<file path="config.mk">
export PLATFORM = sky130hd
export DESIGN_NAME = braille_session_ctrl
export DESIGN_NICKNAME = d
export VERILOG_FILES = /design/src/rtl/braille_session_ctrl.sv
export SDC_FILE = /design/constraint.sdc
export NUM_CORES = 1
export LEC_CHECK = 0
export ABC_AREA = 1
export CORE_MARGIN = 2
export CORE_UTILIZATION = 45
export CTS_CLUSTER_DIAMETER = 120
export DETAILED_ROUTE_END_ITERATION = 8
export PLACE_DENSITY = 0.71
export SLEW_MARGIN = 20
export SYNTH_ARGS = -nofsm -noshare
export SYNTH_HDL_FRONTEND = slang
export SYNTH_SLANG_ARGS = --single-unit
</file>
<file path="constraint.sdc">
create_clock -name clk -period 1.7 [get_ports clk]
set_input_delay 0.425 -clock clk [delete_from_list [all_inputs] [get_ports clk]]
set_output_delay 0.425 -clock clk [all_outputs]
set_load 0.005 [all_outputs]
</file>
<file path="src/rtl/braille_session_ctrl.sv">
// Session sequencer for the Braille trainer: steps through the lesson set, judges dot entries and keeps score.
// Optional macro HINT_EN adds a registered hint_dots output that shows the expected cell in learn mode.
module braille_session_ctrl #(
  parameter int NUM_CHARS   = 26,
  parameter int IDX_W       = 5,
  parameter int SCORE_W     = 6,
  parameter int TIMEOUT_CYC = 1000
) (
  input  logic               clk,
  input  logic               rst,
  input  logic               l_m,
  input  logic               a_m,
  input  logic               g_m,
  input  logic               start,
  input  logic [5:0]         dots_in,
  input  logic               submit,
  input  logic [5:0]         exp_dots,
  output logic [IDX_W-1:0]   char_idx,
  output logic [SCORE_W-1:0] score,
  output logic               busy,
  output logic               correct,
  output logic               wrong,
  output logic               timeout,
`ifdef HINT_EN
  output logic [5:0]         hint_dots,
`endif
  output logic               done
);

  localparam int TMR_W = $clog2(TIMEOUT_CYC);

  typedef enum logic [2:0] {
    S_IDLE     = 3'd0,
    S_PRESENT  = 3'd1,
    S_WAIT_IN  = 3'd2,
    S_CHECK    = 3'd3,
    S_FEEDBACK = 3'd4,
    S_DONE     = 3'd5
  } state_e;

  state_e             state_q, state_d;
  logic [2:0]         mode_q, mode_d;
  logic [1:0]         attempts_q, attempts_d;
  logic [TMR_W-1:0]   timer_q, timer_d;
  logic [5:0]         exp_q, exp_d;
  logic [5:0]         ent_q, ent_d;
  logic               match_q, match_d;
  logic               miss_q, miss_d;
  logic [IDX_W-1:0]   idx_q, idx_d;
  logic [SCORE_W-1:0] score_q, score_d;
  logic               busy_q, busy_d;
  logic               correct_q, correct_d;
  logic               wrong_q, wrong_d;
  logic               timeout_q, timeout_d;
  logic               done_q, done_d;
  logic [5:0]         hint_q, hint_d;

  logic [2:0] mode_s;
  logic       onehot_s, in_session_s, abort_s, last_s, expire_s;
  logic       learn_s, game_s, timeout_evt_s;

  assign mode_s       = {l_m, a_m, g_m};
  assign onehot_s     = (mode_s == 3'b100) || (mode_s == 3'b010) || (mode_s == 3'b001);
  assign in_session_s = (state_q == S_PRESENT) || (state_q == S_WAIT_IN) ||
                        (state_q == S_CHECK)   || (state_q == S_FEEDBACK);
  // Any change of the mode flags while a session runs abandons it
  assign abort_s      = in_session_s && (mode_s != mode_q);
  assign last_s       = (idx_q == IDX_W'(NUM_CHARS - 1));
  assign expire_s     = (timer_q == TMR_W'(TIMEOUT_CYC - 1));
  assign learn_s      = mode_q[2];
  assign game_s       = mode_q[0];
  assign timeout_evt_s = !abort_s && (state_q == S_WAIT_IN) && !submit && game_s && expire_s;

  // State and datapath registers
  always_ff @(posedge clk or negedge rst) begin
    if (!rst) begin
      state_q    <= S_IDLE;
      mode_q     <= 3'b000;
      attempts_q <= 2'd0;
      timer_q    <= '0;
      exp_q      <= 6'd0;
      ent_q      <= 6'd0;
      match_q    <= 1'b0;
      miss_q     <= 1'b0;
      idx_q      <= '0;
      score_q    <= '0;
      busy_q     <= 1'b0;
      correct_q  <= 1'b0;
      wrong_q    <= 1'b0;
      timeout_q  <= 1'b0;
      done_q     <= 1'b0;
      hint_q     <= 6'd0;
    end else begin
      state_q    <= state_d;
      mode_q     <= mode_d;
      attempts_q <= attempts_d;
      timer_q    <= timer_d;
      exp_q      <= exp_d;
      ent_q      <= ent_d;
      match_q    <= match_d;
      miss_q     <= miss_d;
      idx_q      <= idx_d;
      score_q    <= score_d;
      busy_q     <= busy_d;
      correct_q  <= correct_d;
      wrong_q    <= wrong_d;
      timeout_q  <= timeout_d;
      done_q     <= done_d;
      hint_q     <= hint_d;
    end
  end

  // Next-state and datapath update
  always_comb begin
    state_d    = state_q;
    mode_d     = mode_q;
    attempts_d = attempts_q;
    timer_d    = timer_q;
    exp_d      = exp_q;
    ent_d      = ent_q;
    match_d    = match_q;
    miss_d     = miss_q;
    idx_d      = idx_q;
    score_d    = score_q;
    if (abort_s) begin
      state_d = S_IDLE;
    end else begin
      case (state_q)
        S_IDLE, S_DONE: begin
          if (start && onehot_s) begin
            mode_d     = mode_s;
            idx_d      = '0;
            score_d    = '0;
            attempts_d = 2'd0;
            state_d    = S_PRESENT;
          end else begin
            state_d = state_q;
          end
        end
        S_PRESENT: begin
          exp_d   = exp_dots;
          timer_d = '0;
          match_d = 1'b0;
          miss_d  = 1'b0;
          state_d = S_WAIT_IN;
        end
        S_WAIT_IN: begin
          if (submit) begin
            ent_d   = dots_in;
            state_d = S_CHECK;
          end else if (game_s && expire_s) begin
            miss_d  = 1'b1;
            state_d = S_FEEDBACK;
          end else if (game_s) begin
            timer_d = timer_q + TMR_W'(1);
          end else begin
            timer_d = timer_q;
          end
        end
        S_CHECK: begin
          match_d = (ent_q == exp_q);
          state_d = S_FEEDBACK;
        end
        S_FEEDBACK: begin
          // Learn mode repeats a missed character; other modes always move on
          if (learn_s && !match_q) begin
            if (attempts_q != 2'd3) begin
              attempts_d = attempts_q + 2'd1;
            end else begin
              attempts_d = attempts_q;
            end
            state_d = S_PRESENT;
          end else begin
            if (!learn_s && match_q && !miss_q && (score_q != {SCORE_W{1'b1}})) begin
              score_d = score_q + SCORE_W'(1);
            end else begin
              score_d = score_q;
            end
            attempts_d = 2'd0;
            if (last_s) begin
              state_d = S_DONE;
            end else begin
              idx_d   = idx_q + IDX_W'(1);
              state_d = S_PRESENT;
            end
          end
        end
        default: begin
          state_d = S_IDLE;
        end
      endcase
    end
  end

  // Output values, registered alongside the state
  always_comb begin
    busy_d    = (state_d == S_PRESENT) || (state_d == S_WAIT_IN) ||
                (state_d == S_CHECK)   || (state_d == S_FEEDBACK);
    done_d    = (state_d == S_DONE);
    correct_d = !abort_s && (state_q == S_FEEDBACK) && !miss_q && match_q;
    wrong_d   = (!abort_s && (state_q == S_FEEDBACK) && !miss_q && !match_q) || timeout_evt_s;
    timeout_d = timeout_evt_s;
    if ((state_d == S_WAIT_IN) && learn_s && (attempts_d >= 2'd2)) begin
      hint_d = exp_d;
    end else begin
      hint_d = 6'd0;
    end
  end

  assign char_idx = idx_q;
  assign score    = score_q;
  assign busy     = busy_q;
  assign correct  = correct_q;
  assign wrong    = wrong_q;
  assign timeout  = timeout_q;
  assign done     = done_q;
`ifdef HINT_EN
  assign hint_dots = hint_q;
`endif

endmodule

</file>
== Word-level counts from Yosys, hierarchy flattened ==
Cells that the tools add are included.

* Flip-flop bits (word level): 46
* Word-level logic and storage cells: 109
* Input port bits: 19

* Multiplexer cells: 23
* Reductions and logical operators: 42
* Equal/unequal tests: 26
* Add/subtract/negate cells: 3
* Bitwise gates (word level): 1

{| class="wikitable"
|+ Operators by type and width
! operator !! number
|-
| 2-to-1 mux 10 bit || 3
|-
| case mux 10 bit (2 select lines) || 1
|-
| 2-to-1 mux 3 bit || 6
|-
| 2-to-1 mux 6 bit || 3
|-
| equality test 3 x 2 -> 1 bit, second input constant || 5
|-
| equality test 3 bit, second input constant || 5
|-
| logical AND 1 bit || 15
|-
| 2-to-1 mux 5 bit || 3
|-
| case mux 3 bit (5 select lines) || 1
|-
| AND reduction 5 bit || 3
|-
| inequality test 2 bit, second input constant || 7
|-
| case mux 6 bit (2 select lines) || 1
|-
| adder 10 x 1 -> 10 bit, second input constant || 1
|-
| equality test 10 bit, second input constant || 1
|-
| case mux 5 bit (2 select lines) || 1
|-
| equality test 3 x 1 -> 1 bit, second input constant || 3
|-
| logical OR 1 bit || 9
|-
| adder 6 x 1 -> 6 bit, second input constant || 1
|-
| equality test 6 bit || 1
|-
| inequality test 6 bit, second input constant || 1
|-
| AND reduction 3 bit || 2
|-
| nonzero test 2 bit || 3
|-
| adder 5 x 1 -> 5 bit, second input constant || 1
|-
| equality test 5 bit, second input constant || 1
|-
| 10 further kinds || 17
|}

== Depth between registers and ports, before layout ==
* Word-level depth: 11
* Depth in mapped cells: 11

== Least setup slack after synthesis ==
OpenSTA, ideal clock, no wires.

* Kind: flip-flop to flip-flop
* From: register score_q[0] (netlist: score[0])
* To: register score_q[3] (netlist: score[3])
* Arrival: 1.355 ns
* Data required time: 1.583 ns
* Buffers on the path: 0
* Period minus slack after synthesis: 1.472 ns
* Stages on the path, launching flop included: 12
* Library setup time: 0.117 ns
* Path slack: 0.228 ns
* Path through: dfrtp_1 -> ha_1 -> nand2_1 -> nor2_1 -> nand2_1 -> nand2_1 -> nand2_1 -> nand3_1 -> nor2_4 -> nand2_2 -> nand2_1 -> nand2_1

* Cells in the longest elaborated chain, start to end: 4
* Elaborated cells on any way between the ends: 8

{| class="wikitable"
|+ Ends and longest elaborated chain
! element !! line !! RTL
|-
| start, declared || 50 || <nowiki>logic [SCORE_W-1:0] score_q, score_d;</nowiki>
|-
| start signal, assigned || 103 || <nowiki>score_q <= score_d;</nowiki>
|-
| adder 6 x 1 -> 6 bit or inequality test 6 bit (tied branches) || 175, 174 ||
|-
| 2-to-1 mux 6 bit or logical AND 1 bit (tied branches) || 174 || <nowiki>if (!learn_s && match_q && !miss_q && (score_q != {SCORE_W{1'b1}})) begin</nowiki>
|-
| 2-to-1 mux 6 bit or inequality test 2 bit (tied branches) || -- ||
|-
| case mux 6 bit (2 select lines) or AND reduction 5 bit (tied branches) || -- ||
|}

Parallel ways exist; a longest one is shown, timed or not. The select of a mux whose other input is x is not followed.
A chain may end at the register's enable or synchronous reset.

== Worst setup path after layout ==
* From: register score_q[1] (netlist: score[1])
* To: output port score[1]

{| class="wikitable"
|+ RTL lines
! element !! line !! RTL
|-
| end, declared || 19 || <nowiki>output logic [SCORE_W-1:0] score,</nowiki>
|}

No word-level cell between the ends.

==> results.cfg <==
[timing]
fin_hold_ws_ps = 70.1
fin_crit_ps = 1670
slew_violations = 0
hold_viol_final = 0
tightest_slew_ps = 329
layout_worst_path_cycle_share = 0.984
finalWorstSetupSlack_ps = 26.6
slew_headroom = 0.779
setup_viol = 0
rsz0062_at_grt = true
clock_skew_ps = 3.82
max_freq_mhz = 598

[layout]
syn_to_final_growth_pct = 34.4
fillers = 510
drive_above_1_share = 0.240
antenna_cells = 0
nets = 439

[critical_path]
path_cells = clkdlybuf4s50_1
start_kind = register
reg2regPathDepth = 12
cp-end-kind = primary output
timing.rr.end = score[1]
path_class = reg2out
critPathTopFamily = buffers and inverters
crit_slowest_cell = clkdlybuf4s50_1
arrival_ps = 1250
cp_max_fo = 4
cpPeakStageDelay_ps = 520
required_ps = 1270
r2r_slack_ps = 110
crit_buf_inv = 1
r2r-start = score[0]

[global_routing]
grt_pass1_vias = 2257
grt_overflow = 0
grt_max_degree = 47
grtUsageMet2 = 0.339
use_met1 = 0.270
busiest_layer = met2
antenna_found_initial = 0
gr-usage-met3 = 0.0300
grt_util_all_layers = 0.200
grt_pass1_wl_microns = 10200

[cts]
clk-insertion-delay-late_ps = 310
numCtsBuffers = 5
root_buffer = clkbuf_8
clock_sinks = 46
cts_tree = built
clock_tree.buffer_depth = 2
cts_max_level = 2
clkTransAtPathRegs_ps = 90

[synthesis]
synth_commonest_cells = nand2_1, dfrtp_1, nand3_1, nor2_1, inv_1
async_reset_ff_frac = 1.00
syn_area_sq_um = 2660
synth-edff-count = 0
yosys.area.top_type_share = 0.434
yosys_warnings = 0
ys_seq_elements = 46
yosysMostFrequentCell = nand2_1
yosysSeqAreaShare = 0.434
synthesis.instances = 339
synth_ff_type = dfrtp_1
synthTopCellsByArea = dfrtp_1, nand2_1, nand3_1
ys_types = 37
synth_area_leader_cell = dfrtp_1
synth.net_count = 362
avgSynthCellArea_sq_um = 7.83

[die]
core_sq_um = 5610
die_width_microns = 80.8
die_area_sq_um = 6530
start_util = 0.473
rows = 27
die_y_microns = 80.8
pin_count = 35

[routing]
ant_nets = 0
num_vias = 2444
wl_per_cell_microns = 12.3
wl_microns = 6000
drc = 0
drt_iter0_drc = 138
dr.pass1.iters = 5
via_per_inst = 5.00

[placement]
gp_congestion = 0.916
io_buffers = 34
place_hpwl_microns = 4250
dpl_worst_slack_ps = -421

[status]
status = finished clean

[pwr]
power_uw = 4850
max-vdd-ir-drop_uv = 673
powerDensity_nw_per_um2 = 1360
p_leak_uw = 0.00179

[run]
cap_violations = 0

[hold_path]
hold_class = in2async
==> worst max path at each step <==
stage,startpoint,to,slack (ps),cells after the start
floorplan,score[0],score[3],230,11
global placement,g_m,score[5],-390,11
detailed placement,g_m,score[1],-420,10
CTS,g_m,score[1],-6,11
global route,score[0],score[1],-30,12
finish,score[1],score[1],30,1
==> flip-flops by register name, summed over array words and instances (netlist names) <==
signal	cells
timeout	1
busy	1
done	1
state_q	3
ent_q	6
wrong	1
miss_q	1
score	6
char_idx	5
correct	1
match_q	1
exp_q	6
timer_q	10
mode_q	3
==> report_power, final <==
group / internal, uW / switching (uW)
clock: 627 / 389
sequential: 1350 / 202
combinational: 1010 / 1280
total: 2990 / 1870
==> per-stage QoR <==
stage          utilization  setup TNS, ps  cell area, sq um  cells
3_5_place_dp         0.581         -13070              3260    468
3_3_place_gp         0.581         -11440              3260    468
6_report             0.636              0              3570    489
2_1_floorplan            -              0              2660    339
4_1_cts              0.616          -5.82              3450    481
5_1_grt              0.636          -83.9              3570    489
==> layout make-up <==
| type | count | area, sq um | share of cell area |
|---|---|---|---|
| Timing Repair Buffer | 75 | 681 | 0.191 |
| Clock inverter | 2 | 60.1 | 0.0168 |
| Inverter | 27 | 101 | 0.0284 |
| Multi-Input combinational cell | 261 | 1400 | 0.392 |
| Tap cell | 72 | 90.1 | 0.0252 |
| Sequential cell | 46 | 1150 | 0.323 |
| Clock buffer | 6 | 82.6 | 0.0231 |
==> per-layer routing <==
metal	routed length (microns)	share of wire	up-vias
met2	3050	0.51	56
li1	-	-	1232
met1	2690	0.45	1150
met4	58	0.0097	0
met3	207	0.034	6
met5	0	0	-
==> cell usage in the layout (no fill, tap or decap), types with 9 or more instances in the layout <==
| cell type | netlist | routed |
|---|---|---|
| clkdlybuf4s50_1 | 0 | 29 |
| buf_4 | 1 | 37 |
| xnor2_1 | 10 | 10 |
| inv_1 | 20 | 19 |
| nand2_2 | 5 | 12 |
| nand2_1 | 113 | 106 |
| nor2_1 | 36 | 35 |
| xor2_1 | 9 | 9 |
| dfrtp_1 | 46 | 44 |
| nand3_1 | 37 | 35 |
==> cells by family after synthesis <==
logic type | count (synthesis) | share of synthesized area
AND/OR/NAND/NOR | 220 | 0.381
flip-flops | 46 | 0.434
buffers and inverters | 33 | 0.0584
XOR/XNOR | 19 | 0.0627
AO/OA/AOI/OAI | 15 | 0.0368
adder cells (fa/ha/maj) | 4 | 0.0189
multiplexers | 2 | 0.00848
==> timing repair <==
item,in CTS,in global routing
setup buffers,5,7
pin swaps,1,4
gates resized for setup,7,18
endpoints found under the setup margin,19,45
gates cloned,0,1
hold buffers,0,0
(Power assumes the default switching activity.)
